==> src/rtl/add_seq_pkg.sv <==
// Shared types and default sizing for the slice-serial add sequencer.
package add_seq_pkg;

    localparam int DEFAULT_WIDTH = 16;
    localparam int DEFAULT_SLICE = 4;

    typedef enum logic [1:0] {
        IDLE = 2'b00,
        RUN  = 2'b01,
        DONE = 2'b10
    } state_e;

endpackage

==> src/rtl/add_sequencer_ripple.sv <==
// Gate-level ripple-carry adder; the sequencer reuses one instance per slice.
module add_sequencer_ripple #(
    parameter int WIDTH = 4
) (
    input  logic [WIDTH-1:0] a_i,
    input  logic [WIDTH-1:0] b_i,
    input  logic             ci_i,
    output logic [WIDTH-1:0] sum_o,
    output logic             co_o
);

    logic [WIDTH:0] carry_s;

    // Bitwise full-adder chain from LSB to MSB.
    always_comb begin
        carry_s    = '0;
        sum_o      = '0;
        carry_s[0] = ci_i;
        for (int i = 0; i < WIDTH; i++) begin
            sum_o[i]       = a_i[i] ^ b_i[i] ^ carry_s[i];
            carry_s[i + 1] = (a_i[i] & b_i[i]) | (a_i[i] & carry_s[i]) | (b_i[i] & carry_s[i]);
        end
        co_o = carry_s[WIDTH];
    end

endmodule

==> src/rtl/add_sequencer.sv <==
// Slice-serial adder: SLICE bits per cycle, N = WIDTH/SLICE cycles per operation.
// Optional subtract mode is enabled by defining ADD_SEQUENCER_SUB_EN.
module add_sequencer
    import add_seq_pkg::*;
#(
    parameter int WIDTH = DEFAULT_WIDTH,
    parameter int SLICE = DEFAULT_SLICE
) (
    input  logic             clk,
    input  logic             rst_n,
    input  logic             in_valid,
    output logic             in_ready,
    input  logic [WIDTH-1:0] a,
    input  logic [WIDTH-1:0] b,
    input  logic             ci,
`ifdef ADD_SEQUENCER_SUB_EN
    input  logic             sub,
`endif
    output logic             out_valid,
    input  logic             out_ready,
    output logic [WIDTH-1:0] sum,
    output logic             co,
    output logic             busy
);

    localparam int N = WIDTH / SLICE;
    // The slice index is kept one-hot so stepping it needs no adder; bit 0 set means idx 0.
    localparam logic [N-1:0] IDX_FIRST = N'(1);

    state_e           state_q, state_d;
    logic [WIDTH-1:0] a_q, a_d;
    logic [WIDTH-1:0] b_q, b_d;
    logic [WIDTH-1:0] sum_q, sum_d;
    logic             c_q, c_d;
    logic [N-1:0]     idx_q, idx_d;

    logic [SLICE-1:0] a_slice_s;
    logic [SLICE-1:0] b_slice_s;
    logic [SLICE-1:0] slice_sum_s;
    logic             slice_co_s;
    logic [WIDTH-1:0] b_capture_s;
    logic             c_capture_s;

    // Operand conditioning at acceptance: subtraction is a + ~b + 1.
    always_comb begin
`ifdef ADD_SEQUENCER_SUB_EN
        if (sub) begin
            b_capture_s = ~b;
            c_capture_s = 1'b1;
        end else begin
            b_capture_s = b;
            c_capture_s = ci;
        end
`else
        b_capture_s = b;
        c_capture_s = ci;
`endif
    end

    // One-hot mux picking the active slice of each captured operand.
    always_comb begin
        a_slice_s = '0;
        b_slice_s = '0;
        for (int i = 0; i < N; i++) begin
            a_slice_s = a_slice_s | (a_q[i*SLICE +: SLICE] & {SLICE{idx_q[i]}});
            b_slice_s = b_slice_s | (b_q[i*SLICE +: SLICE] & {SLICE{idx_q[i]}});
        end
    end

    add_sequencer_ripple #(
        .WIDTH (SLICE)
    ) u_slice_adder (
        .a_i   (a_slice_s),
        .b_i   (b_slice_s),
        .ci_i  (c_q),
        .sum_o (slice_sum_s),
        .co_o  (slice_co_s)
    );

    // Next-state logic for the IDLE/RUN/DONE sequencer and its datapath registers.
    always_comb begin
        state_d = state_q;
        a_d     = a_q;
        b_d     = b_q;
        sum_d   = sum_q;
        c_d     = c_q;
        idx_d   = idx_q;
        case (state_q)
            IDLE: begin
                if (in_valid) begin
                    a_d     = a;
                    b_d     = b_capture_s;
                    c_d     = c_capture_s;
                    idx_d   = IDX_FIRST;
                    state_d = RUN;
                end else begin
                    state_d = IDLE;
                end
            end
            RUN: begin
                for (int i = 0; i < N; i++) begin
                    sum_d[i*SLICE +: SLICE] = idx_q[i] ? slice_sum_s : sum_q[i*SLICE +: SLICE];
                end
                c_d   = slice_co_s;
                idx_d = (idx_q << 1) | (idx_q >> (N - 1));
                if (idx_q[N-1]) begin
                    state_d = DONE;
                end else begin
                    state_d = RUN;
                end
            end
            DONE: begin
                if (out_ready) begin
                    state_d = IDLE;
                end else begin
                    state_d = DONE;
                end
            end
            default: begin
                state_d = IDLE;
            end
        endcase
    end

    // State and datapath registers with synchronous active-low reset.
    always_ff @(posedge clk) begin
        if (!rst_n) begin
            state_q <= IDLE;
            a_q     <= '0;
            b_q     <= '0;
            sum_q   <= '0;
            c_q     <= 1'b0;
            idx_q   <= IDX_FIRST;
        end else begin
            state_q <= state_d;
            a_q     <= a_d;
            b_q     <= b_d;
            sum_q   <= sum_d;
            c_q     <= c_d;
            idx_q   <= idx_d;
        end
    end

    assign in_ready  = (state_q == IDLE);
    assign out_valid = (state_q == DONE);
    assign busy      = (state_q == RUN) || (state_q == DONE);
    assign sum       = sum_q;
    assign co        = c_q;

endmodule
==> config.mk <==
export PLATFORM = sky130hd
export DESIGN_NAME = add_sequencer
export DESIGN_NICKNAME = d
export VERILOG_FILES = /design/src/rtl/add_seq_pkg.sv /design/src/rtl/add_sequencer_ripple.sv /design/src/rtl/add_sequencer.sv
export SDC_FILE = /design/constraint.sdc
export NUM_CORES = 1
export LEC_CHECK = 0
export ABC_AREA = 1
export CORE_MARGIN = 2
export CORE_UTILIZATION = 45
export DETAILED_ROUTE_END_ITERATION = 6
export PLACE_DENSITY = 0.78
export SLEW_MARGIN = 20
export SYNTH_ARGS = -nofsm -noshare
export SYNTH_HDL_FRONTEND = slang
export SYNTH_SLANG_ARGS = --single-unit
export TNS_END_PERCENT = 100
==> constraint.sdc <==
create_clock -name clk -period 5.3 [get_ports clk]
set_input_delay 1.325 -clock clk [delete_from_list [all_inputs] [get_ports clk]]
set_output_delay 1.325 -clock clk [all_outputs]
set_load 0.01 [all_outputs]
==> run summary <==
* run status: completed
* clock tree from TritonCTS: yes
* launch instance of the worst min-delay path: b_q[7]
* number of gates on the worst path with buffers counted: 3
* proportion of layout cells with a drive suffix above 1: 0.0302
* die boundary height: 76.5 µm
* Seq pwr share: 0.504
* Inserted Clock Buffers: 5
* shortest period the worst path allows: 2940 ps
* number of global-route vias before repair: 2002
* level count of the clock H-tree: 2
* highest cell delay on the worst timing path: 590 ps
* relative slew slack: 0.719
* CTS max path bufs: 2
* cell chain of the critical path: inv_1 > ha_1 > clkdlybuf4s50_1
* clock share of power: 0.283
* cell internal pwr: 0.682 mW
* dpl cell area: 2880 µm²
* Max FO, Critical Path: 4
* number of synthesized register bits: 55
* clk sink count: 55
* library cell used as clock root buffer: sky130_fd_sc_hd__clkbuf_8
* total buffers and inverters traversed by the critical path: 2
* antenna violations before repair: 0
* switching share of total power: 0.283
* Total Nets Final: 409
* floorplan die area: 5860 µm²
* width of the die: 76.5 µm
* Synthesized Nets: 363
* Hold Worst Slack: 490 ps
* WL/cell: 11.5 µm
* initial DRC count: 150
* worst endpoint required time: 3970 ps
* worst slack, placed: 2480 ps
* arrival time reported for the critical path endpoint: 1620 ps
* number of warning messages in the yosys log: 0
* I/O pin cnt: 57
* antenna-violating nets left: 0
* depth of the most critical reg-to-reg path: 10
* router iterations before antenna repair: 5
* worst min-delay path class: reg2reg
* transition time at the pin with the least slew margin: 421 ps
* routability-driven placement congestion ratio: 0.798
* Non-Filler Instances: 434
* static leakage: 1.24 nW
* Resized Gates After CTS: 0
* post-route standard cell area excluding fillers: 2990 µm²
* Final Setup Violations: 0
* largest vdd supply drop: 0.156 mV
* average footprint of a synthesized cell: 7.44 µm²
* std cell rows: 26
* combinational fraction of design power: 0.213
* placeable core region: 5110 µm²
* wire length of the first global-routing pass: 8.71 mm
* DRC: 0
* RSZ-0062 raised after global routing: no
* cell count after synthesis: 318
* total of fill cells in the finished design: 493
* total count of hold-check failures in the final report: 0
* number of max-capacitance violations reported: 0
* least setup slack across all paths after layout: 2360 ps
* Pins Over Slew Limit: 0
* path type of the worst setup path: reg2out
* mean number of vias per cell: 4.80
* cell area after synthesis: 2370 µm²
* n_diodes: 0
* clock latency on the worst-skew pair: 310 ps
* hold_buf cts: 0
* Area Growth Syn to Fin: 26.3%
* net switching component of the power: 0.269 mW
* first element of the critical path: state_q[0]
* internal reg-to-reg setup slack: 2580 ps
* termination of the worst setup path: in_ready
* pin count of the biggest net entering global routing: 55
* clock-pin slew on the worst setup and hold paths: 100 ps
* Reg-to-Reg Start: idx_q[1]
* number of library cell types mapped by synthesis: 17
* Cell Count Post-Placement: 427
* Post CTS Setup Buffer Count: 0
* initial core utilization: 0.463
* power per standard cell area: 318 nW/µm²
* final worst path period share: 0.556
* vias after detailed routing: 2085
* number of port buffers: 56
* max frequency: 340 MHz
* sum of negative setup slack: 0 ps
* Setup crit end kind: primary output
* slowest CP cell: sky130_fd_sc_hd__clkdlybuf4s50_1
* category of cells accounting for the largest share of critical-path delay: buffers and inverters
* total grt overflow: 0
* sequential area share after synthesis: 0.465
* dpl hpwl: 3.60 mm
* GRT Util Overall: 0.183
* Total Routed Length: 4.98 mm
* kind of launch point of the worst setup path: flop
* clock skew: 11.2 ps
* endpoint of the lowest-slack register-to-register path: sum[11]
-- synthesized netlist by cell type --
cell	count	area, µm²
sky130_fd_sc_hd__a21oi_1	7	35.0
sky130_fd_sc_hd__buf_2	7	35.0
sky130_fd_sc_hd__buf_4	5	37.5
sky130_fd_sc_hd__buf_6	6	67.6
sky130_fd_sc_hd__dfxtp_1	55	1100
sky130_fd_sc_hd__fa_1	4	80.1
sky130_fd_sc_hd__ha_1	4	50.1
sky130_fd_sc_hd__inv_1	16	60.1
sky130_fd_sc_hd__inv_4	1	6.26
sky130_fd_sc_hd__nand2_1	46	173
sky130_fd_sc_hd__nand2_2	1	6.26
sky130_fd_sc_hd__nand2_4	1	11.3
sky130_fd_sc_hd__nand3_1	8	40.0
sky130_fd_sc_hd__nand4_1	6	37.5
sky130_fd_sc_hd__nor2_1	103	387
sky130_fd_sc_hd__o21ai_0	31	155
sky130_fd_sc_hd__o21ai_1	17	85.1
-- tightest hold or removal path, stage by stage (launching register included) --
cell                      delay [ps]
sky130_fd_sc_hd__dfxtp_1         330
sky130_fd_sc_hd__nor2_1           50
sky130_fd_sc_hd__nor2_1           80
-- worst min path at each step --
| stage | endpoint | cells after the start | slack, ps |
|---|---|---|---|
| final | b_q[7] | 2 | 490 |
| after global routing | b_q[7] | 2 | 510 |
| after CTS | b_q[7] | 2 | 490 |
| after detailed placement | sum[12] | 2 | 470 |
| after global placement | sum[8] | 2 | 460 |
| after floorplan | a_q[3] | 2 | 450 |
-- through the flow --
stage           util  power (mW)
6_report       0.585       0.950
5_1_grt        0.585        1.01
4_1_cts        0.585       0.954
3_5_place_dp   0.564       0.692
3_3_place_gp   0.564       0.685
2_1_floorplan      -       0.618
-- sequential cells by signal, indices dropped and copies added (netlist names) --
name     cells
co           1
a_q         16
state_q      2
idx_q        4
sum         16
b_q         16
-- placed cells by master (no fill, tap or decap), drive strengths merged, types with 5 or more instances in the layout --
| cell type | n |
|---|---|
| nor2 | 103 |
| clkdlybuf4s50 | 56 |
| dfxtp | 55 |
| nand2 | 48 |
| o21ai | 48 |
| inv | 17 |
| nand3 | 8 |
| a21oi | 7 |
| nand4 | 6 |
| clkbuf | 5 |
-- layout make-up --
type | instances | area (µm²) | area share
clock inverters | 2 | 37.5 | 0.0126
well taps | 70 | 87.6 | 0.0293
multi-input cells | 228 | 1060 | 0.355
repair buffers | 57 | 568 | 0.190
clock buffers | 5 | 68.8 | 0.0230
flip-flops and latches | 55 | 1100 | 0.368
inverters | 17 | 66.3 | 0.0222
-- cells by family (layout without fill, tap and decap cells) --
family / after synthesis / count (layout) / share of synthesized area
AOI/OAI and AO/OA: 55 / 55 / 0.116
adders and majority gates: 8 / 8 / 0.0550
DFF: 55 / 55 / 0.465
and+or+nand+nor: 165 / 165 / 0.276
buffers and inverters: 35 / 81 / 0.0872
-- layer usage --
layer / GRT usage / share of wire / wire, µm
met5: 0 / 0 / 0
met4: 0.0455 / 0.012 / 61
met3: 0.0438 / 0.056 / 279
met2: 0.327 / 0.50 / 2490
met1: 0.221 / 0.43 / 2150
-- power groups by stage --
stage	sequential (mW)	clock [mW]	combinational (mW)
2_1_floorplan	0.478	0	0.139
3_3_place_gp	0.487	0	0.199
3_5_place_dp	0.488	0	0.204
4_1_cts	0.479	0.271	0.204
5_1_grt	0.483	0.293	0.231
6_report	0.479	0.269	0.203
No activity file was read; power rests on OpenSTA's default activity.
